File: src/rtl/program_seq_pkg.sv
// rtl/program_seq_pkg.sv - shared types, states and preload region table for program_sequencer
package program_seq_pkg;

    localparam int PKG_NUM_PROGS   = 3;
    localparam int PKG_MAX_REGIONS = 2;
    localparam int PKG_ADDR_W      = 8;

    typedef struct packed {
        logic [PKG_ADDR_W-1:0] base;
        logic [PKG_ADDR_W-1:0] len;
    } region_t;

    typedef enum logic [2:0] {
        IDLE,
        LOAD,
        RELEASE,
        RUN,
        DONE
    } state_e;

    // A region with len == 0 is unused and skipped by the walker.
    localparam region_t REGION_TABLE [PKG_NUM_PROGS][PKG_MAX_REGIONS] = '{
        '{'{base: 8'd1,   len: 8'd3},  '{base: 8'd0,  len: 8'd0}},
        '{'{base: 8'd6,   len: 8'd1},  '{base: 8'd32, len: 8'd64}},
        '{'{base: 8'd128, len: 8'd20}, '{base: 8'd0,  len: 8'd0}}
    };

endpackage

File: src/rtl/region_walker.sv
// rtl/region_walker.sv - streams image addresses over a program's active regions with a one-cycle write pipe
module region_walker
    import program_seq_pkg::*;
#(
    parameter int MAX_REGIONS = PKG_MAX_REGIONS
) (
    input  logic                             clk,
    input  logic                             rst_n,
    input  logic                             go_i,
    input  region_t [MAX_REGIONS-1:0]        regions_i,
    output logic    [PKG_ADDR_W-1:0]         img_addr_o,
    output logic    [PKG_ADDR_W-1:0]         wr_addr_o,
    output logic                             wr_valid_o,
    output logic                             last_o
);

    localparam int RW = (MAX_REGIONS > 1) ? $clog2(MAX_REGIONS) : 1;
    localparam int AW = PKG_ADDR_W;

    logic          issuing_q;
    logic          empty_q;
    logic [RW-1:0] ridx_q;
    logic [AW-1:0] addr_q;
    logic [AW-1:0] rem_q;
    logic          wr_valid_q;
    logic [AW-1:0] wr_addr_q;

    logic          first_ok;
    logic [RW-1:0] first_idx;
    logic          next_ok;
    logic [RW-1:0] next_idx;

    // Descending scan so the lowest qualifying index is the one left standing.
    always_comb begin
        first_ok  = 1'b0;
        first_idx = '0;
        next_ok   = 1'b0;
        next_idx  = '0;
        for (int r = MAX_REGIONS - 1; r >= 0; r--) begin
            if (regions_i[r].len != '0) begin
                first_ok  = 1'b1;
                first_idx = RW'(r);
                if (r > int'(ridx_q)) begin
                    next_ok  = 1'b1;
                    next_idx = RW'(r);
                end
            end
        end
    end

    always_ff @(posedge clk) begin
        if (!rst_n) begin
            issuing_q  <= 1'b0;
            empty_q    <= 1'b0;
            ridx_q     <= '0;
            addr_q     <= '0;
            rem_q      <= '0;
            wr_valid_q <= 1'b0;
            wr_addr_q  <= '0;
        end else begin
            wr_valid_q <= issuing_q;
            if (issuing_q) begin
                wr_addr_q <= addr_q;
            end
            empty_q <= go_i && !first_ok;
            if (go_i) begin
                issuing_q <= first_ok;
                ridx_q    <= first_idx;
                addr_q    <= regions_i[first_idx].base;
                rem_q     <= regions_i[first_idx].len;
            end else if (issuing_q) begin
                if (rem_q != AW'(1)) begin
                    addr_q <= addr_q + AW'(1);
                    rem_q  <= rem_q - AW'(1);
                end else if (next_ok) begin
                    ridx_q <= next_idx;
                    addr_q <= regions_i[next_idx].base;
                    rem_q  <= regions_i[next_idx].len;
                end else begin
                    issuing_q <= 1'b0;
                end
            end
        end
    end

    assign img_addr_o = addr_q;
    assign wr_addr_o  = wr_addr_q;
    assign wr_valid_o = wr_valid_q;
    assign last_o     = empty_q | (issuing_q & (rem_q == AW'(1)) & ~next_ok);

endmodule

File: src/rtl/program_sequencer.sv
// rtl/program_sequencer.sv - multi-core run controller: select, preload, release, run with timeout
module program_sequencer
    import program_seq_pkg::*;
#(
    parameter int NUM_PROGS      = PKG_NUM_PROGS,
    parameter int ADDR_W         = PKG_ADDR_W,
    parameter int DATA_W         = 8,
    parameter int MAX_REGIONS    = PKG_MAX_REGIONS,
    parameter int TIMEOUT_CYCLES = 65535,
    localparam int PW            = (NUM_PROGS > 1) ? $clog2(NUM_PROGS) : 1
) (
    input  logic                 clk,
    input  logic                 rst_n,
    input  logic                 start,
    input  logic                 auto_rotate,
    input  logic [PW-1:0]        prog_sel,
    output logic [ADDR_W-1:0]    img_addr,
    input  logic [DATA_W-1:0]    img_rdata,
    output logic [NUM_PROGS-1:0] core_we,
    output logic [ADDR_W-1:0]    core_waddr,
    output logic [DATA_W-1:0]    core_wdata,
    output logic [NUM_PROGS-1:0] core_init,
    input  logic [NUM_PROGS-1:0] core_done,
    output logic [PW-1:0]        active_prog,
    output logic                 busy,
    output logic                 done,
    output logic                 timeout
);

    localparam int CW = $clog2(TIMEOUT_CYCLES + 1);

    state_e                 state_q, state_d;
    logic [PW-1:0]          rot_q, rot_d;
    logic [PW-1:0]          active_q, active_d;
    logic                   done_q, done_d;
    logic                   timeout_q, timeout_d;
    logic [NUM_PROGS-1:0]   init_q, init_d;
    logic [CW-1:0]          cnt_q, cnt_d;

    logic                   go;
    logic [PW-1:0]          sel_p;
    logic [PW-1:0]          walk_prog;
    region_t [MAX_REGIONS-1:0] walk_regions;
    logic                   walk_valid;
    logic                   walk_last;

    always_ff @(posedge clk) begin
        if (!rst_n) begin
            state_q   <= IDLE;
            rot_q     <= PW'(NUM_PROGS - 1);
            active_q  <= '0;
            done_q    <= 1'b0;
            timeout_q <= 1'b0;
            init_q    <= '0;
            cnt_q     <= '0;
        end else begin
            state_q   <= state_d;
            rot_q     <= rot_d;
            active_q  <= active_d;
            done_q    <= done_d;
            timeout_q <= timeout_d;
            init_q    <= init_d;
            cnt_q     <= cnt_d;
        end
    end

    always_comb begin
        state_d   = state_q;
        rot_d     = rot_q;
        active_d  = active_q;
        done_d    = done_q;
        timeout_d = timeout_q;
        init_d    = init_q;
        cnt_d     = cnt_q;
        go        = 1'b0;
        if (auto_rotate) begin
            sel_p = (rot_q == PW'(NUM_PROGS - 1)) ? '0 : rot_q + PW'(1);
        end else begin
            sel_p = (prog_sel > PW'(NUM_PROGS - 1)) ? PW'(NUM_PROGS - 1) : prog_sel;
        end
        case (state_q)
            IDLE, DONE: begin
                if (start) begin
                    go        = 1'b1;
                    active_d  = sel_p;
                    done_d    = 1'b0;
                    timeout_d = 1'b0;
                    init_d    = NUM_PROGS'(1) << sel_p;
                    state_d   = LOAD;
                    if (auto_rotate) begin
                        rot_d = sel_p;
                    end
                end
            end
            LOAD: begin
                if (walk_last) begin
                    state_d = RELEASE;
                end
            end
            RELEASE: begin
                init_d  = '0;
                cnt_d   = '0;
                state_d = RUN;
            end
            RUN: begin
                cnt_d = cnt_q + CW'(1);
                // A done seen in the final timeout cycle still counts as success.
                if (core_done[active_q]) begin
                    state_d   = DONE;
                    done_d    = 1'b1;
                    timeout_d = 1'b0;
                end else if (cnt_q == CW'(TIMEOUT_CYCLES - 1)) begin
                    state_d   = DONE;
                    done_d    = 1'b1;
                    timeout_d = 1'b1;
                end
            end
            default: state_d = IDLE;
        endcase
    end

    // The walker must see the new program's regions in the accept cycle itself.
    assign walk_prog = go ? sel_p : active_q;

    always_comb begin
        walk_regions = '0;
        for (int r = 0; r < MAX_REGIONS; r++) begin
            walk_regions[r] = REGION_TABLE[walk_prog][r];
        end
    end

    region_walker #(
        .MAX_REGIONS(MAX_REGIONS)
    ) u_walker (
        .clk        (clk),
        .rst_n      (rst_n),
        .go_i       (go),
        .regions_i  (walk_regions),
        .img_addr_o (img_addr),
        .wr_addr_o  (core_waddr),
        .wr_valid_o (walk_valid),
        .last_o     (walk_last)
    );

    assign core_we     = walk_valid ? (NUM_PROGS'(1) << active_q) : '0;
    assign core_wdata  = walk_valid ? img_rdata : '0;
    assign core_init   = init_q;
    assign active_prog = active_q;
    assign busy        = (state_q == LOAD) || (state_q == RELEASE) || (state_q == RUN);
    assign done        = done_q;
    assign timeout     = timeout_q;

endmodule
File: config.mk
export PLATFORM = sky130hd
export DESIGN_NAME = program_sequencer
export DESIGN_NICKNAME = d
export VERILOG_FILES = /design/src/rtl/program_seq_pkg.sv /design/src/rtl/region_walker.sv /design/src/rtl/program_sequencer.sv
export SDC_FILE = /design/constraint.sdc
export NUM_CORES = 1
export LEC_CHECK = 0
export CAP_MARGIN = 40
export CORE_MARGIN = 1.5
export CORE_UTILIZATION = 58
export CTS_CLUSTER_DIAMETER = 120
export DETAILED_ROUTE_END_ITERATION = 8
export HOLD_SLACK_MARGIN = 0.08
export PLACE_DENSITY = 0.92
export SLEW_MARGIN = 25
export SYNTH_ARGS = -nofsm -noshare
export SYNTH_HDL_FRONTEND = slang
export SYNTH_HIERARCHICAL = 1
export SYNTH_SLANG_ARGS = --single-unit
export TNS_END_PERCENT = 5
File: constraint.sdc
create_clock -name clk -period 6.5 [get_ports clk]
set_clock_uncertainty 0.05 [all_clocks]
set_input_delay 1.625 -clock clk [delete_from_list [all_inputs] [get_ports clk]]
set_output_delay 1.625 -clock clk [all_outputs]
set_load 0.03 [all_outputs]
## After elaboration in Yosys (flattened, before gate mapping)

Cells that the tools add are included.

- Shift-type cells: 2
- Reductions and logical operators: 21
- Add/sub/neg operators: 4
- Muxes and demuxes: 51
- Bitwise logic cells: 5
- $lt $le $gt $ge: 6
- Equal/unequal tests: 12

Operators with widths:

| operator | number |
|---|---|
| two-way mux 8 bit | 9 |
| binary-select mux 32 bit (select 2 bit) | 1 |
| two-way mux 32 bit | 2 |
| two-way mux 16 bit | 3 |
| one-hot mux 16 bit (2 select lines) | 1 |
| two-way mux 1 bit | 20 |
| two-way mux 3 bit | 6 |
| adder 16 x 1 -> 16 bit, second input constant | 1 |
| equality test 16 bit, second input constant | 1 |
| nonzero test 8 bit | 2 |
| one-hot mux 3 bit (4 select lines) | 1 |
| AND reduction 3 bit | 4 |
| nonzero test 2 bit | 5 |
| adder 8 x 1 -> 8 bit, second input constant | 1 |
| equality test 8 x 1 -> 1 bit, second input constant | 1 |
| two-way mux 2 bit | 4 |
| != test 8 x 1 -> 1 bit, second input constant | 1 |
| subtractor 8 x 1 -> 8 bit, second input constant | 1 |
| equality test 3 x 2 -> 1 bit, second input constant | 2 |
| one-hot mux 3 bit (2 select lines) | 1 |
| AND reduction 2 bit | 3 |
| << shifter 1 x 2 -> 3 bit, first input constant | 2 |
| < comparator 1 x 2 -> 1 bit, second input constant | 2 |
| != test 2 bit, second input constant | 2 |
| other kinds (22) | 25 |

- Output and inout port bits: 35
- Input bits: 17
- Flip-flop bits (word level): 56
- Word-level logic and storage cells: 115

## Depth between registers and ports, before layout

Gate-level depths: netlist of the first run.

- Word-level depth: 16
- Depth in mapped cells: 15
- Mapped depth without buffers: 13

## Modules after synthesis

The synthesis of the first run kept the hierarchy.

Modules (own cells, without submodules):

| module | area each (µm²) | cells each | instances | seq. area each (µm²) |
|---|---|---|---|---|
| region_walker | 1801.7 | 225 | 1 | 560.5 |
| program_sequencer | 1536.5 | 194 | 1 | 560.5 |

## Worst setup path after synthesis of the first run

Ideal clock, no wire load.

- Kind: input-to-reg
- Start point: in auto_rotate
- End point: reg u_walker.rem_q[7]
- Path buffers: 1
- Arrival time: 3834 ps
- Path slack: 2500 ps
- Stages on the path: 9
- Setup time: 115 ps
- Data required time: 6335 ps
- Cells stage by stage: clkbuf_2 > mux2_2 > mux2i_1 > and2_1 > nor4_1 > a21oi_1 > o21ai_4 > or4_1 > and3_1

RTL lines:

| element | RTL line | RTL |
|---|---|---|
| start, declared | program_sequencer.sv:15 | `input logic auto_rotate,` |
| end signal, assigned | region_walker.sv:70 | `rem_q <= regions_i[first_idx].len;` |
| end signal, assigned | region_walker.sv:74 | `rem_q <= rem_q - AW'(1);` |
| end signal, assigned | region_walker.sv:78 | `rem_q <= regions_i[next_idx].len;` |
| end, declared | region_walker.sv:24 | `logic [AW-1:0] rem_q;` |

## Final worst setup path of the first run

- Start point: in start
- End point: reg u_walker.addr_q[0] (netlist: u_walker/img_addr_o[0])

- Cells in the longest elaborated chain, start to end: 13
- Elaborated cells between the ends (all ways): 22
- Those cells by class: mux (16); bitwise (1); reduce/logical (5)

Ends and longest elaborated chain:

| element | RTL line | RTL |
|---|---|---|
| start, declared | program_sequencer.sv:14 | `input logic start,` |
| two-way mux 1 bit * | program_sequencer.sv:83 | `if (start) begin` |
| two-way mux 1 bit * | program_sequencer.sv:81 | `case (state_q)` |
| two-way mux 2 bit | program_sequencer.sv:123 | `assign walk_prog = go ? sel_p : active_q;` |
| inverter 2 -> 3 bit (implied by the code) | program_sequencer.sv:128 | `walk_regions[r] = REGION_TABLE[walk_prog][r];` |
| binary-select mux 32 bit (select 2 bit) | program_sequencer.sv:128 |  |
| two-way mux 32 bit (implied by the code) (2 in a row) | program_sequencer.sv:128 |  |
| nonzero test 8 bit | region_walker.sv:40 | `if (regions_i[r].len != '0) begin` |
| two-way mux 1 bit (2 in a row) | region_walker.sv:40 |  |
| two-way mux 16 bit (implied by the code) (2 in a row) | region_walker.sv:69 | `addr_q <= regions_i[first_idx].base;` |
| two-way mux 8 bit | region_walker.sv:66 | `if (go_i) begin` |
| end signal, assigned | region_walker.sv:69 |  |
| end signal, assigned | region_walker.sv:73 | `addr_q <= addr_q + AW'(1);` |
| end signal, assigned | region_walker.sv:77 | `addr_q <= regions_i[next_idx].base;` |
| end, declared | region_walker.sv:23 | `logic [AW-1:0] addr_q;` |

Every way passes the cells marked *; elsewhere a longest branch is shown, timed or not. The select of a mux whose other input is x is not followed.
A chain may end at the register's enable or synchronous reset.

==> impl_metrics.py, run 1 <==
metrics = {
    "status": {
        "status": "finished, final reports clean",
    },
    "synthesis": {
        "netlist_instances": 419,
        "synth_top_area_cell": "dfxtp_1",
        "synth_top_area_frac": 0.336,
        "synth_edf_count": 0,
        "syn_area_per_cell_sq_um": 7.97,
        "synth_flop_cell": "dfxtp_1",
        "synthTopCellsByCount": "dfxtp_1 (56), nor2_1 (47), nand2_1 (38), a21oi_1 (31), mux2i_1 (18)",
        "synth_area_leaders": "dfxtp_1 (34%), mux2i_1 (5.4%), nor2_1 (5.3%)",
        "ys_seq_area_frac": 0.336,
        "synth_seq_cells": 56,
        "yosysMostFrequentCell": "dfxtp_1",
        "synth_warnings": 6,
        "synth_cell_types": 63,
        "synth_area_sq_um": 3340,
        "ys_async_sr_fraction": 0,
    },
    "timing": {
        "max_freq_mhz": 210,
        "rsz0062_at_grt": "no",
        "worst_slew_pin_slew_ps": 783,
        "finalHoldViolations": 0,
        "slew_viol_final": 0,
        "maxSlewHeadroom": 0.476,
        "holdWs_ps": 425,
        "period_minus_slack_ps": 4760,
        "finalCritPeriodShare": 0.732,
        "worst_slack_ps": 1740,
        "setup_viol": 0,
        "tns_ps": 0,
    },
    "placement": {
        "gp_congestion": 0.860,
        "post-place-ws_ps": 1470,
        "dpl-instance-area_sq_um": 4030,
        "io_buffers": 51,
        "hpwlAfterDp_um": 6120,
    },
    "clock_network": {
        "clock_path_buffers": 2,
        "cts.sinks": 56,
        "clkLatencyLatePin_ps": 320,
        "cts_tree": "built",
        "ctsHoldBuffers": 0,
        "cts_buffers": 5,
        "clk_pin_slew_worst_paths_ps": 100,
        "cts_setup_buffers": 0,
        "htreeDepth": 2,
        "post_cts_resize_count": 0,
        "root_buffer": "clkbuf_8",
    },
    "setup_path": {
        "reg2reg_setup_slack_ps": 2740,
        "crit_end": "u_walker/img_addr_o[0]",
        "critPathMaxFanout": 35,
        "r2r_cells": 11,
        "r2r-end": "u_walker/rem_q[0]",
        "startpoint": "start",
        "reg2reg_from": "state_q[0]",
        "startpoint_type": "input port",
        "path_class": "in2reg",
        "cp-end-kind": "flop",
        "cp.required_ps": 6720,
        "arrival_ps": 4970,
    },
    "drt": {
        "ant_nets": 0,
        "vias": 3396,
        "first_pass_iters": 7,
        "viasPerCell": 5.85,
        "wl_um": 8650,
        "drtIter0Drc": 253,
        "drc": 0,
        "wl_per_cell_um": 14.9,
    },
    "flow_run": {
        "max_cap_viol_count": 0,
    },
    "layout": {
        "fill_cells": 406,
        "seq_area_sq_um": 1120,
        "final_util": 0.744,
        "area_growth_pct": 23.5,
        "final_area_sq_um": 4120,
        "multiInputGateArea_sq_um": 2240,
        "drive_above_1_share": 0.0491,
        "antennaDiodeCount": 0,
        "final_nets": 530,
    },
    "global_route": {
        "grt_pass1_wl_um": 14100,
        "grt_pass1_vias": 3072,
        "grtUsageTotal": 0.281,
        "grt_max_degree": 36,
        "grt_overflow_total": 0,
        "antenna_found_initial": 0,
    },
    "power_and_ir_drop": {
        "p_leak_nw": 1.56,
        "irDropWorstVdd_mv": 0.144,
        "pwr_density_cell_nw_per_um2": 194,
    },
    "floorplan": {
        "start_util": 0.603,
        "die_area_sq_um": 6220,
        "die_w_um": 78.9,
        "core-area_sq_um": 5540,
        "die_h_um": 78.9,
        "ios": 52,
        "rows": 27,
    },
    "worst_hold_path": {
        "worstHoldPathType": "reg2reg",
    },
}
## layout by cell type (no fill, tap or decap), types with 6 or more instances in the layout
cell type,count
mux2i_1,18
inv_1,10
conb_1,54
and2_1,13
or4_1,8
nand2_1,38
nor4_1,11
a21oi_1,31
nor2_1,47
o211ai_1,7
a31oi_1,9
mux2_2,6
o21ai_0,17
nor3_1,10
dfxtp_1,56
clkbuf_8,6
clkdlybuf4s50_1,51
nand3_1,15
a221oi_1,6
## where the power goes
group	switching (mW)	total [mW]	internal (mW)	leakage, nW
combinational	0.119	0.206	0.0863	1.06
sequential	0.0281	0.390	0.362	0.457
clock	0.119	0.206	0.0866	0.0434
## critical path, stage by stage
cell,delay (ps)
clkdlybuf4s50_1,510
nand2_1,100
inv_1,270
buf_4,400
a21oi_1,180
and2_1,270
or4_1,450
o211ai_1,670
nand2_1,140
a31oi_1,190
o31a_1,160
## through the flow
stage	total power [mW]	instances
2_1_floorplan	0.539	472
3_3_place_gp	0.591	573
3_5_place_dp	0.598	573
4_1_cts	0.800	581
5_1_grt	0.837	581
6_report	0.802	581
## registers in the layout, summed over array words and instances (netlist names)
signal,count
u_walker/img_addr_o,8
cnt_q,16
u_walker/issuing_q,1
core_init,3
rot_q,2
u_walker/wr_addr_o,8
active_prog,2
u_walker/wr_valid_o,1
timeout,1
state_q,3
done,1
u_walker/rem_q,8
u_walker/empty_q,1
u_walker/ridx_q,1
## worst min-delay path by stage
stage                   from  cells after the start        to
CTS                 rot_q[0]                      2  rot_q[0]
detailed placement  rot_q[0]                      2  rot_q[0]
global route        rot_q[0]                      2  rot_q[0]
global placement    rot_q[0]                      2  rot_q[0]
floorplan           rot_q[0]                      2  rot_q[0]
finish              rot_q[0]                      2  rot_q[0]
## cell type report
type,instances,area share
inverter,12,0.0109
tap,72,0.0219
sequential,56,0.272
clock inverter,2,0.00364
multi-input combinational,380,0.544
clock buffer,6,0.0200
timing repair buffer,53,0.127
## routing by layer
metal	GRT usage	up-vias	wire, um
met5	0	-	0
met4	0.100	0	194
li1	-	1661	-
met2	0.492	143	4260
met1	0.352	1567	3620
met3	0.0391	25	579
## cell families after synthesis
logic type	after synthesis	share of synthesized area
other cells	1	0.00112
fa+ha+maj	5	0.0187
simple gates	182	0.283
flops	56	0.336
compound gates	107	0.214
buf+inv	36	0.0517
mux	24	0.0742
xor+xnor	8	0.0210
Power figures use the tool's default switching activity.
==> run 2, diff against run 1 <==
CORE_UTILIZATION = 49   (was 58)
PLACE_DENSITY = 0.84   (was 0.92)
clock period = 4.2 ns   (was 6.5 ns; I/O delays follow)
==> run 2 against run 1 <==
  * Register-to-register slack got worse by 1500 ps
  * Global-route usage down 4.6 points
  * The run now ends with DRC left
  * Clock power increased by 51%
  * Critical path depth did not move
  * Cell area is 2.2% higher
  * Wire length down 2.2%
  * First-iteration DRC count is 1.6% higher
  * Final cell count rose by 2.9%
  * Worst setup slack got worse by 1100 ps
  * Highest routed layer unchanged
==> impl_metrics.py, run 2 (synthesis results as in run 1) <==
metrics = {
    "layout": {
        "final_cell_mix": "dfxtp_1 (56), conb_1 (54), clkdlybuf4s50_1 (51)",
        "regMostFlops": "cnt_q",
        "finalNonFillerCells": 598,
        "area_growth_pct": 26.3,
        "final_nets": 542,
        "antennaDiodeCount": 0,
        "largest_reg_flops": 16,
        "layout_commonest_cell": "dfxtp_1",
        "drive_above_1_share": 0.0691,
    },
    "floorplan": {
        "die_w_um": 85.5,
        "rows": 29,
        "ios": 52,
        "core-area_sq_um": 6460,
        "die_area_sq_um": 7320,
        "die_h_um": 85.5,
        "start_util": 0.517,
    },
    "timing": {
        "worst_slew_pin_slew_ps": 771,
        "slew_viol_final": 0,
        "finalHoldViolations": 0,
        "tns_ps": 0,
        "setup_viol": 0,
        "period_minus_slack_ps": 3560,
        "rsz0062_at_grt": "no",
        "finalCritPeriodShare": 0.846,
        "maxSlewHeadroom": 0.486,
        "max_freq_mhz": 281,
    },
    "clock_network": {
        "clock_path_buffers": 2,
        "ctsHoldBuffers": 0,
        "cts_setup_buffers": 0,
        "root_buffer": "clkbuf_8",
        "clkLatencyLatePin_ps": 310,
        "cts_tree": "built",
        "post_cts_resize_count": 0,
        "htreeDepth": 2,
        "cts.sinks": 56,
        "clk_pin_slew_worst_paths_ps": 100,
        "cts_buffers": 5,
    },
    "drt": {
        "first_pass_iters": 6,
        "wl_um": 8460,
        "vias": 3413,
        "ant_nets": 0,
        "drc": 4,
        "drtIter0Drc": 257,
        "wl_per_cell_um": 14.2,
        "viasPerCell": 5.71,
    },
    "setup_path": {
        "cp.required_ps": 4350,
        "arrival_ps": 3710,
        "path_class": "in2reg",
        "reg2reg_setup_slack_ps": 1260,
        "critPathMaxFanout": 12,
        "startpoint_type": "input port",
        "cp-end-kind": "flop",
    },
    "power_and_ir_drop": {
        "irDropWorstVdd_mv": 0.196,
        "p_leak_nw": 1.62,
        "pwr_density_cell_nw_per_um2": 294,
    },
    "flow_run": {
        "max_cap_viol_count": 0,
    },
    "global_route": {
        "grtUsageTotal": 0.235,
        "grt_pass1_wl_um": 14300,
        "grt_overflow_total": 0,
        "grt_pass1_vias": 3168,
        "antenna_found_initial": 0,
        "grt_max_degree": 35,
    },
    "placement": {
        "io_buffers": 51,
        "hpwlAfterDp_um": 6020,
        "gp_congestion": 0.866,
        "dp.cells": 590,
    },
    "status": {
        "status": "complete, but fails checks",
        "violations": "DRC",
    },
    "worst_hold_path": {
        "worstHoldPathType": "reg2reg",
    },
}
run 2: area by class of cell:
| cell class | instances | area (sq um) |
|---|---|---|
| fillers | 545 | 2240 |
| repair buffers | 65 | 616 |
| flip-flops and latches | 56 | 1120 |
| well taps | 77 | 96.3 |
| inverters | 12 | 45.0 |
| clock buffers | 7 | 86.3 |
| multi-input cells | 380 | 2240 |
| clock inverters | 1 | 7.51 |
run 2: final timing paths:
check / startpoint / depth (start not counted) / end
min: rot_q[0] / 2 / rot_q[0]
max reg2reg: state_q[0] / 12 / u_walker/img_addr_o[0]
min reg2reg: rot_q[0] / 2 / rot_q[0]
max: start / 11 / u_walker/img_addr_o[0]
run 2: critical path, cell delays in order:
cell and delay, ps:
clkdlybuf4s50_1 510, nand2_1 100, inv_1 250, nor2_1 70, a21oi_1 220, and2_1 190, nor4_1 60, a21oi_1 260
o21a_1 500, a21boi_0 180, o31a_1 300
run 2: report_power, final:
group          internal [mW]  switching, mW
Clock                  0.135          0.177
Combinational          0.142          0.188
Sequential             0.560         0.0388
Total                  0.837          0.403
run 2: routing by layer:
metal  track usage  part of all wire  routed length [um]
met5             0                 0                   0
met4        0.0821            0.0091                  77
met3        0.0346             0.066                 557
met2         0.389              0.49                4110
met1         0.314              0.44                3720
run 2: stage by stage:
| step | cell area, sq um | hold slack [ps] | utilization | worst slack, ps | power (mW) |
|---|---|---|---|---|---|
| 2_1_floorplan | 3540 | 395 | - | 775 | 0.834 |
| 3_3_place_gp | 4120 | 408 | 0.638 | 432 | 0.925 |
| 3_5_place_dp | 4120 | 424 | 0.638 | 359 | 0.932 |
| 4_1_cts | 4220 | 436 | 0.653 | 671 | 1.24 |
| 5_1_grt | 4220 | 468 | 0.653 | 346 | 1.30 |
| 6_report | 4220 | 427 | 0.653 | 645 | 1.24 |
==> run 3, diff against run 2 <==
CORE_UTILIZATION = 54   (was 49)
PLACE_DENSITY = 0.87   (was 0.84)
clock period = 3.52 ns   (was 4.2 ns; I/O delays follow)
==> run 3 against run 2 <==
  * The run now ends clean
  * Register-to-register slack worse by 560 ps
  * Wire length grew 9.0%
  * First-iteration DRC count down 16%
  * Clock power up 23%
==> impl_metrics.py, run 3 (synthesis results as in run 1) <==
metrics = {
    "status": {
        "status": "finished, final reports clean",
    },
    "layout": {
        "largest_reg_flops": 16,
        "final_nets": 548,
        "layout_commonest_cell": "dfxtp_1",
        "antennaDiodeCount": 0,
        "drive_above_1_share": 0.0816,
        "multiInputGateArea_sq_um": 2240,
        "regMostFlops": "cnt_q",
        "fill_cells": 439,
        "seq_area_sq_um": 1120,
        "final_cell_mix": "dfxtp_1 (56), conb_1 (54), clkdlybuf4s50_1 (51)",
        "finalNonFillerCells": 602,
        "area_growth_pct": 28.0,
    },
    "placement": {
        "gp_congestion": 0.846,
        "hpwlAfterDp_um": 6550,
        "dp.cells": 594,
        "io_buffers": 51,
    },
    "global_route": {
        "antenna_found_initial": 0,
        "grtUsageTotal": 0.278,
        "grt_pass1_vias": 3210,
        "grt_overflow_total": 0,
        "grt_max_degree": 35,
        "grt_pass1_wl_um": 14500,
    },
    "clock_network": {
        "cts_buffers": 5,
        "clock_path_buffers": 2,
        "post_cts_resize_count": 0,
        "clkLatencyLatePin_ps": 310,
        "clk_pin_slew_worst_paths_ps": 100,
        "ctsHoldBuffers": 0,
        "cts.sinks": 56,
        "htreeDepth": 2,
        "cts_tree": "built",
        "cts_setup_buffers": 0,
        "root_buffer": "clkbuf_8",
    },
    "floorplan": {
        "die_area_sq_um": 6660,
        "ios": 52,
        "core-area_sq_um": 5960,
        "start_util": 0.561,
        "die_h_um": 81.6,
        "die_w_um": 81.6,
        "rows": 28,
    },
    "drt": {
        "drc": 0,
        "ant_nets": 0,
        "viasPerCell": 5.82,
        "wl_per_cell_um": 15.3,
        "wl_um": 9220,
        "drtIter0Drc": 216,
        "first_pass_iters": 5,
        "vias": 3503,
    },
    "setup_path": {
        "crit_end": "u_walker/rem_q[0]",
        "r2r_cells": 7,
        "path_class": "in2reg",
        "startpoint": "start",
        "cp.required_ps": 3680,
        "reg2reg_setup_slack_ps": 700,
        "startpoint_type": "input port",
        "critPathMaxFanout": 12,
        "cp-end-kind": "flop",
        "reg2reg_from": "u_walker/rem_q[0]",
        "r2r-end": "u_walker/rem_q[0]",
        "arrival_ps": 3400,
    },
    "timing": {
        "finalHoldViolations": 0,
        "max_freq_mhz": 308,
        "setup_viol": 0,
        "worst_slew_pin_slew_ps": 801,
        "period_minus_slack_ps": 3250,
        "maxSlewHeadroom": 0.464,
        "finalCritPeriodShare": 0.922,
        "rsz0062_at_grt": "no",
        "tns_ps": 0,
        "holdWs_ps": 425,
        "slew_viol_final": 0,
    },
    "power_and_ir_drop": {
        "pwr_density_cell_nw_per_um2": 353,
        "p_leak_nw": 1.65,
        "finalPower_mw": 1.51,
        "irDropWorstVdd_mv": 0.231,
    },
    "worst_hold_path": {
        "worstHoldPathType": "reg2reg",
    },
    "flow_run": {
        "max_cap_viol_count": 0,
    },
}
-- run 3: changes by cell type in the layout (fill, tap and decap cells not counted) --
cell,before,now
clkbuf_1,1,0
buf_4,14,19
buf_12,0,1
clkinvlp_4,1,2
-- run 3: worst min path at each step --
stage,slack [ps],endpoint,startpoint,depth (start not counted)
finish,430,rot_q[0],rot_q[0],2
global route,460,rot_q[0],rot_q[0],2
CTS,430,rot_q[0],rot_q[0],2
floorplan,390,rot_q[0],rot_q[0],2
global placement,410,rot_q[0],rot_q[0],2
detailed placement,410,rot_q[0],rot_q[0],2
-- run 3: final cells by class --
cell class | instances | area share
inverter | 12 | 0.0105
sequential | 56 | 0.262
tap | 75 | 0.0220
multi-input combinational | 380 | 0.525
timing repair buffer | 71 | 0.157
clock inverter | 2 | 0.00351
clock buffer | 6 | 0.0193
-- run 3: power breakdown --
part | internal, mW | total (mW) | switching (mW)
Clock | 0.160 | 0.381 | 0.221
Sequential | 0.668 | 0.717 | 0.0485
Combinational | 0.181 | 0.413 | 0.233
Total | 1.01 | 1.51 | 0.502
-- run 3: routing by layer --
| metal | global-route usage | up-vias | wire (um) |
|---|---|---|---|
| met4 | 0.114 | 0 | 203 |
| li1 | - | 1693 | - |
| met3 | 0.0478 | 24 | 651 |
| met1 | 0.338 | 1637 | 3800 |
| met2 | 0.485 | 149 | 4570 |
| met5 | 0 | - | 0 |
-- run 3: critical path, stage by stage --
cell and delay (ps):
clkdlybuf4s50_1 520, nand2_1 90, inv_1 180, mux2i_1 160, and2_1 220, nor4_1 300, a21oi_1 120, buf_4 180
o21ai_4 170, buf_4 230, nor3_1 80, o311a_1 280
-- run 3: metrics by stage --
step	worst slack [ps]	area (sq um)	utilization
global placement	118	4180	0.701
finish	274	4270	0.718
CTS	315	4270	0.718
detailed placement	-2.69	4180	0.701
floorplan	265	3540	-
global route	32.5	4270	0.718
